$ cat src/rtl/ram_stream_reader.sv
// Streams a contiguous RAM address range out on a valid/ready interface.
// The read address is registered and a 2-entry buffer decouples RAM reads from consumer backpressure.
module ram_stream_reader #(
  parameter int DATA_WIDTH = 8,
  parameter int ADDR_WIDTH = 8
) (
  input  logic                  clk,
  input  logic                  rst,
  input  logic                  start,
  input  logic [ADDR_WIDTH-1:0] base_addr,
  input  logic [ADDR_WIDTH:0]   length,
  output logic [ADDR_WIDTH-1:0] mem_addr,
  input  logic [DATA_WIDTH-1:0] mem_data,
  output logic [DATA_WIDTH-1:0] m_data,
  output logic                  m_valid,
  input  logic                  m_ready,
  output logic                  m_last,
  output logic                  busy,
  output logic                  done
);

  typedef enum logic [1:0] {IDLE, READ, DRAIN} state_t;

  state_t                  state, state_next;
  logic [ADDR_WIDTH:0]     remaining;
  logic [DATA_WIDTH-1:0]   data0, data1;
  logic                    last0, last1;
  logic [1:0]              count;
  logic                    capture, pop, accept, finish, tag;

  assign m_valid = (count != 2'd0);
  assign m_data  = data0;
  assign m_last  = last0;
  assign busy    = (state != IDLE);
  assign tag     = (remaining == (ADDR_WIDTH+1)'(1));

  always_comb begin
    state_next = state;
    capture    = 1'b0;
    accept     = 1'b0;
    finish     = 1'b0;
    pop        = m_valid & m_ready;
    case (state)
      IDLE: begin
        if (start) begin
          accept = 1'b1;
          if (length != '0) state_next = READ;
        end
      end
      READ: begin
        capture = (count < 2'd2) | pop;
        if (capture && tag) state_next = DRAIN;
      end
      DRAIN: begin
        if (pop && last0) begin
          state_next = IDLE;
          finish     = 1'b1;
        end
      end
      default: state_next = IDLE;
    endcase
  end

  always_ff @(posedge clk) begin
    if (!rst) begin
      state     <= IDLE;
      mem_addr  <= '0;
      remaining <= '0;
      data0     <= '0;
      data1     <= '0;
      last0     <= 1'b0;
      last1     <= 1'b0;
      count     <= 2'd0;
      done      <= 1'b0;
    end else begin
      state <= state_next;
      done  <= finish | (accept & (length == '0));

      if (accept && (length != '0)) begin
        mem_addr  <= base_addr;
        remaining <= length;
      end
      if (capture) begin
        mem_addr  <= mem_addr + ADDR_WIDTH'(1);
        remaining <= remaining - (ADDR_WIDTH+1)'(1);
      end

      // Entry 1 is zeroed whenever it drains, so an empty head always reads back as zero.
      case ({capture, pop})
        2'b10: begin
          if (count == 2'd0) begin
            data0 <= mem_data;
            last0 <= tag;
          end else begin
            data1 <= mem_data;
            last1 <= tag;
          end
          count <= count + 2'd1;
        end
        2'b01: begin
          data0 <= data1;
          last0 <= last1;
          data1 <= '0;
          last1 <= 1'b0;
          count <= count - 2'd1;
        end
        2'b11: begin
          if (count == 2'd1) begin
            data0 <= mem_data;
            last0 <= tag;
          end else begin
            data0 <= data1;
            last0 <= last1;
            data1 <= mem_data;
            last1 <= tag;
          end
        end
        default: ;
      endcase
    end
  end

endmodule

$ cat config.mk
export PLATFORM = sky130hd
export DESIGN_NAME = ram_stream_reader
export DESIGN_NICKNAME = d
export VERILOG_FILES = /design/src/rtl/ram_stream_reader.sv
export SDC_FILE = /design/constraint.sdc
export NUM_CORES = 1
export LEC_CHECK = 0
export BUFFER_PORTS_ARGS = -buffer_cell sky130_fd_sc_hd__buf_2
export CAP_MARGIN = 10
export CORE_MARGIN = 4
export CORE_UTILIZATION = 57
export CTS_CLUSTER_DIAMETER = 60
export DETAILED_ROUTE_END_ITERATION = 10
export HOLD_SLACK_MARGIN = 0.12
export PLACE_DENSITY = 0.82
export REMOVE_ABC_BUFFERS = 1
export SYNTH_ARGS = -nofsm -noshare
export SYNTH_HDL_FRONTEND = slang
export SYNTH_SLANG_ARGS = --single-unit
$ cat constraint.sdc
create_clock -name clk -period 5.7 [get_ports clk]
set_input_delay 0.855 -clock clk [delete_from_list [all_inputs] [get_ports clk]]
set_output_delay 0.855 -clock clk [all_outputs]
set_load 0.03 [all_outputs]
# [Word level (Yosys, flattened, before mapping)]
# Index checks and enable logic that the tools add are counted.
[word_totals] romBits=0 out_inout_bits=20 register_bits=40 word_cells=74 mem_bits_rw=0 mem_count=0 inputBits=29 latchBits=0
[op_classes] n_mul=0 div_mod_pow=0 eq_ne=14 n_addsub=4 n_lt_le_gt_ge=1 n_mux=27 n_bitwise=4 reduce_logical=15 n_shift=0
[ops] cell="$mux 8" count=6
[ops] cell="$pmux 8 s3" count=2
[ops] cell="$mux 9" count=2
[ops] cell="$ne 2x2->1 const B" count=7
[ops] cell="$eq 9x1->1 const B" count=1
[ops] cell="$logic_not 9->1" count=1
[ops] cell="$mux 1" count=9
[ops] cell="$reduce_bool 9->1" count=1
[ops] cell="$sub 9x1->9 const B" count=1
[ops] cell="$add 8x1->8 const B" count=1
[ops] cell="$mux 2" count=4
[ops] cell="$reduce_bool 2->1" count=4
[ops] cell="$eq 2x1->1 const B" count=3
[ops] cell="$eq 2x2->1 const B" count=3
[ops] cell="$pmux 1 s3" count=2
[ops] cell="$pmux 2 s3" count=1
[ops] cell="$logic_not 2->1" count=2
[ops] cell="$pmux 2 s2" count=1
[ops] cell="$reduce_and 4->1" count=1
[ops] cell="$logic_and 1x1->1" count=3
[ops] cell="$reduce_and 3->1" count=1
[ops] cell="$reduce_bool 3->1" count=1
[ops] cell="$add 2x1->2 const B" count=1
[ops] cell="$and 1x1->1" count=2
[ops] cell="other kinds (4)" count=5

# [Logic depth before layout (Yosys ltp)]
[logic_depth] ltp_word=7 mapped_depth=15 ltp_nobuf=10

# [Worst setup path before layout]
# No wires, ideal clock.
[synth_timing] path_type="input to register" startpoint="in m_ready" endpoint="reg last1" required_time_ns=5.572 slack_ns=2.772 t_arrival_ns=2.801 n_path_buf=5 stages=13 cell_sequence="nand2b_1 > buf_2 > a21oi_2 > inv_2 > buf_2 > buf_1 > ha_1 > a221o_1 > clkbuf_1 > clkbuf_1 > nor2_1 > a22oi_1 > nor2_1"
[synth_between] elab_chain_cells=6 word_cells_on_any_way=11 cone_classes="5 x eq/ne; 2 x mux; 2 x bitwise; 2 x reduce/logical"
[synth_lines] element="start: declaration" line_no="16" source="input logic m_ready,"
[synth_lines] element="$and 1x1->1 *" line_no="42" source="pop = m_valid & m_ready;"
[synth_lines] element="$or 1x1->1" line_no="51" source="capture = (count < 2'd2) | pop;"
[synth_lines] element="$mux 1" line_no="43" source="case (state)"
[synth_lines] element="$eq 2x2->1 or $eq 2x1->1 (tied branches)" line_no="89" source="case ({capture, pop})"
[synth_lines] element="$ne 2x2->1 (no line) or $reduce_bool 3->1 (tied branches)"
[synth_lines] element="$reduce_and 3->1 (no line)"
[synth_lines] element="end signal: assignment" line_no="96" source="last1 <= tag;"
[synth_lines] element="end signal: assignment" line_no="115" source="last1 <= tag;"
[synth_lines] element="end: declaration" line_no="27" source="logic last0, last1;"
# Every way passes the cells marked *; elsewhere a longest branch is shown, timed or not.
# A chain may end at the register's enable or synchronous reset.

# [Final worst setup path]
[layout_timing] startpoint="reg count[1]" endpoint="reg data1[7]"
[layout_between] elab_chain_cells=7 word_cells_on_any_way=15 cone_classes="1 x order compare; 6 x eq/ne; 2 x mux; 2 x bitwise; 4 x reduce/logical"
[layout_lines] element="start: declaration" line_no="28" source="logic [1:0] count;"
[layout_lines] element="start signal: assignment" line_no="98" source="count <= count + 2'd1;"
[layout_lines] element="start signal: assignment" line_no="105" source="count <= count - 2'd1;"
[layout_lines] element="$reduce_bool 2->1" line_no="31" source="assign m_valid = (count != 2'd0);"
[layout_lines] element="$and 1x1->1" line_no="42"
[layout_lines] element="$or 1x1->1" line_no="51"
[layout_lines] element="$mux 1" line_no="43"
[layout_lines] element="$eq 2x2->1 or $eq 2x1->1 (tied branches)" line_no="89"
[layout_lines] element="$ne 2x2->1 (no line) or $reduce_bool 3->1 (tied branches)"
[layout_lines] element="$reduce_and 3->1 (no line)"
[layout_lines] element="end signal: assignment" line_no="95" source="data1 <= mem_data;"
[layout_lines] element="end signal: assignment" line_no="114" source="data1 <= mem_data;"
[layout_lines] element="end: declaration" line_no="26" source="logic [DATA_WIDTH-1:0] data0, data1;"
# Several ways; a longest one is shown, not always the timed one.

==> results.json <==
{
  "synth_compound_area_share_pct": 26.4,
  "synth.avg_cell_area_um2": 8.53,
  "diodes": 0,
  "portBuffers": 48,
  "synth.area.top_cells": "dfxtp_1 38%, ha_1 6.0%, nor2_1 4.7%, a21oi_1 4.1%, a211oi_1 3.9%",
  "post-synth-top-count-cell": "dfxtp_1",
  "p_leak_nw": 1.01,
  "synth-main-ff-cell": "dfxtp_1",
  "finalHoldViolations": 0,
  "synth_xor_area_share_pct": 0.835,
  "r2r-start": "count[1]",
  "start_util_pct": 61.0,
  "via_per_inst": 5.87,
  "clock_sinks": 40,
  "grt_setup_unrepaired": "no",
  "grt_pass1_wl_um": 8080,
  "min_path_type": "reg -> reg",
  "fin_ws_ns": 2.33,
  "ys_types": 50,
  "ys_warn_count": 0,
  "critical_path_required_ns": 5.91,
  "synth_top_family_by_area": "compound AO/OA/AOI/OAI gates",
  "worstMarginPinSlew_ns": 0.953,
  "finalSetupViolCount": 0,
  "post_cts_buffers": 0,
  "synth-async-reset-ratio_pct": 0,
  "clock-skew-final_ns": 0.00963,
  "r2r_cells": 10,
  "slew_violations": 0,
  "finalCritPeriodShare_pct": 59.2,
  "period_minus_slack_ns": 3.37,
  "ant_nets": 0,
  "root_buffer": "clkbuf_8",
  "dp_hpwl_um": 3350,
  "final_area_um2": 2430,
  "maxCapViolations": 0,
  "p_total_mw": 1.05,
  "cp.arrival_ns": 3.58,
  "preCtsSetupSlack_ns": 2.30,
  "clk_pin_slew_worst_paths_ns": 0.07,
  "max_clock_freq_ghz": 0.296,
  "drc": 0,
  "yosys.area.top_type": "dfxtp_1",
  "cp-end-kind": "register",
  "synth_commonest_cells": "40 x dfxtp_1, 26 x nor2_1, 17 x a21oi_1",
  "cts_tree": "done",
  "peakVddDrop_mv": 0.188,
  "synthSimpleGateAreaFrac_pct": 22.8,
  "vias": 1962,
  "synth-adder-area-share_pct": 5.96,
  "nets": 327,
  "timing.rr.end": "data1[7]",
  "clock_path_buffers": 2,
  "wl_um": 4750,
  "dr.pass1.iters": 4,
  "grt_usage_pct": 22.4,
  "drt_iter0_drc": 156,
  "setup.worst_path.start_class": "register",
  "path_class": "reg -> reg",
  "seq_area_frac_synth_pct": 38.2,
  "h-tree-depth": 2,
  "grt_max_degree": 36,
  "holdBufCountCts": 0,
  "core_area_um2": 3440,
  "antenna_found_initial": 0,
  "die_y_um": 68.7,
  "synth_area_um2": 2100,
  "synth_top_area_share_pct": 38.2,
  "hp-start": "remaining[7]",
  "dieArea_um2": 4720,
  "finalSetupTns_ns": 0,
  "utilization_pct": 70.6,
  "synthCells": 246,
  "layout-drive-gt1-share_pct": 24.0,
  "relSlewSlack_pct": 36.1,
  "grt_pass1_vias": 1842,
  "hold_path_end": "remaining[7]",
  "grt.overflow.total": 0,
  "ys_ff_latch": 40,
  "cts_buffers": 5,
  "post_cts_resized": 0,
  "clk_latency_ns": 0.30,
  "areaGrowthSynthToFinish_pct": 15.7,
  "die-width_um": 68.7,
  "place_congestion": 0.815,
  "min_path_cells": 2,
  "outcome": "finished clean",
  "power_density_nw_per_um2": 433,
  "place_area_um2": 2350,
  "num_rows": 21,
  "muxShareOfSynthArea_pct": 0.716,
  "r2r_slack_ns": 2.33,
  "synth_edf_count": 0,
  "ios": 49,
  "crit_path_max_fanout": 22,
  "wl_per_cell_um": 14.2
}
## per-layer routing
layer | part of all wire [%] | GRT usage, % | up-vias
met1 | 46 | 28.4 | 882
met4 | 1.5 | 9.43 | 0
met5 | 0 | 0 | -
met3 | 7.4 | 5.67 | 8
li1 | - | - | 999
met2 | 46 | 36.0 | 73
## where the power goes
part	switching, mW	internal, mW
clock	0.0978	0.0828
sequential	0.0502	0.347
combinational	0.308	0.166
## how the worst max path moves through the flow
stage	cells past startpoint	to	from	slack, ns
finish	10	data1[7]	count[1]	2.33
floorplan	4	mem_addr[0]	length[4]	2.74
global route	10	data1[6]	count[1]	1.96
global placement	9	data1[0]	m_ready	2.41
detailed placement	9	data1[7]	m_ready	2.30
CTS	10	data1[7]	count[1]	2.34
## layout by cell type, fill, tap and decap left out, types with 8 or more instances in the layout
master and instances:
nor3b_1 8, nand2_1 14, inv_1 9, nor2_1 26, buf_2 48, a22oi_1 10
nand3_1 10, a21oi_1 17, ha_1 10, a211oi_1 11, a31oi_1 10, dfxtp_1 40
## worst max-delay path, stage by stage, from the launching register on
cell and delay (ns):
dfxtp_1 0.41, inv_1 0.13, ha_1 0.23, nand2b_1 0.29, a21oi_2 0.68, inv_2 0.35, ha_1 0.28, a221o_1 0.48
nor3b_1 0.26, a21oi_1 0.07, nor2_1 0.11
## final cells by class
type / count / area [µm²]
flip-flops and latches: 40 / 801
inverters: 12 / 45.0
clock buffers: 5 / 68.8
clock inverters: 2 / 12.5
multi-input cells: 179 / 1190
fillers: 298 / 1010
well taps: 46 / 57.6
repair buffers: 50 / 255
## kinds of logic after synthesis
family,count (synthesis)
and+or+nand+nor,91
AOI/OAI and AO/OA,75
DFF,40
buffers and inverters,27
adders and majority gates,10
xor gates and xnor gates,2
muxes,1
## per-stage QoR
step,std cells,hold slack [ns]
6_report,334,0.492
5_1_grt,334,0.511
4_1_cts,334,0.489
3_5_place_dp,327,0.475
3_3_place_gp,327,0.468
2_1_floorplan,231,0.457
## registers in the layout, indices dropped and copies added, names as in the netlist
signal	cells
last1	1
remaining	9
done	1
m_data	8
mem_addr	8
state	2
count	2
data1	8
m_last	1
Power figures use the tool's default switching activity.
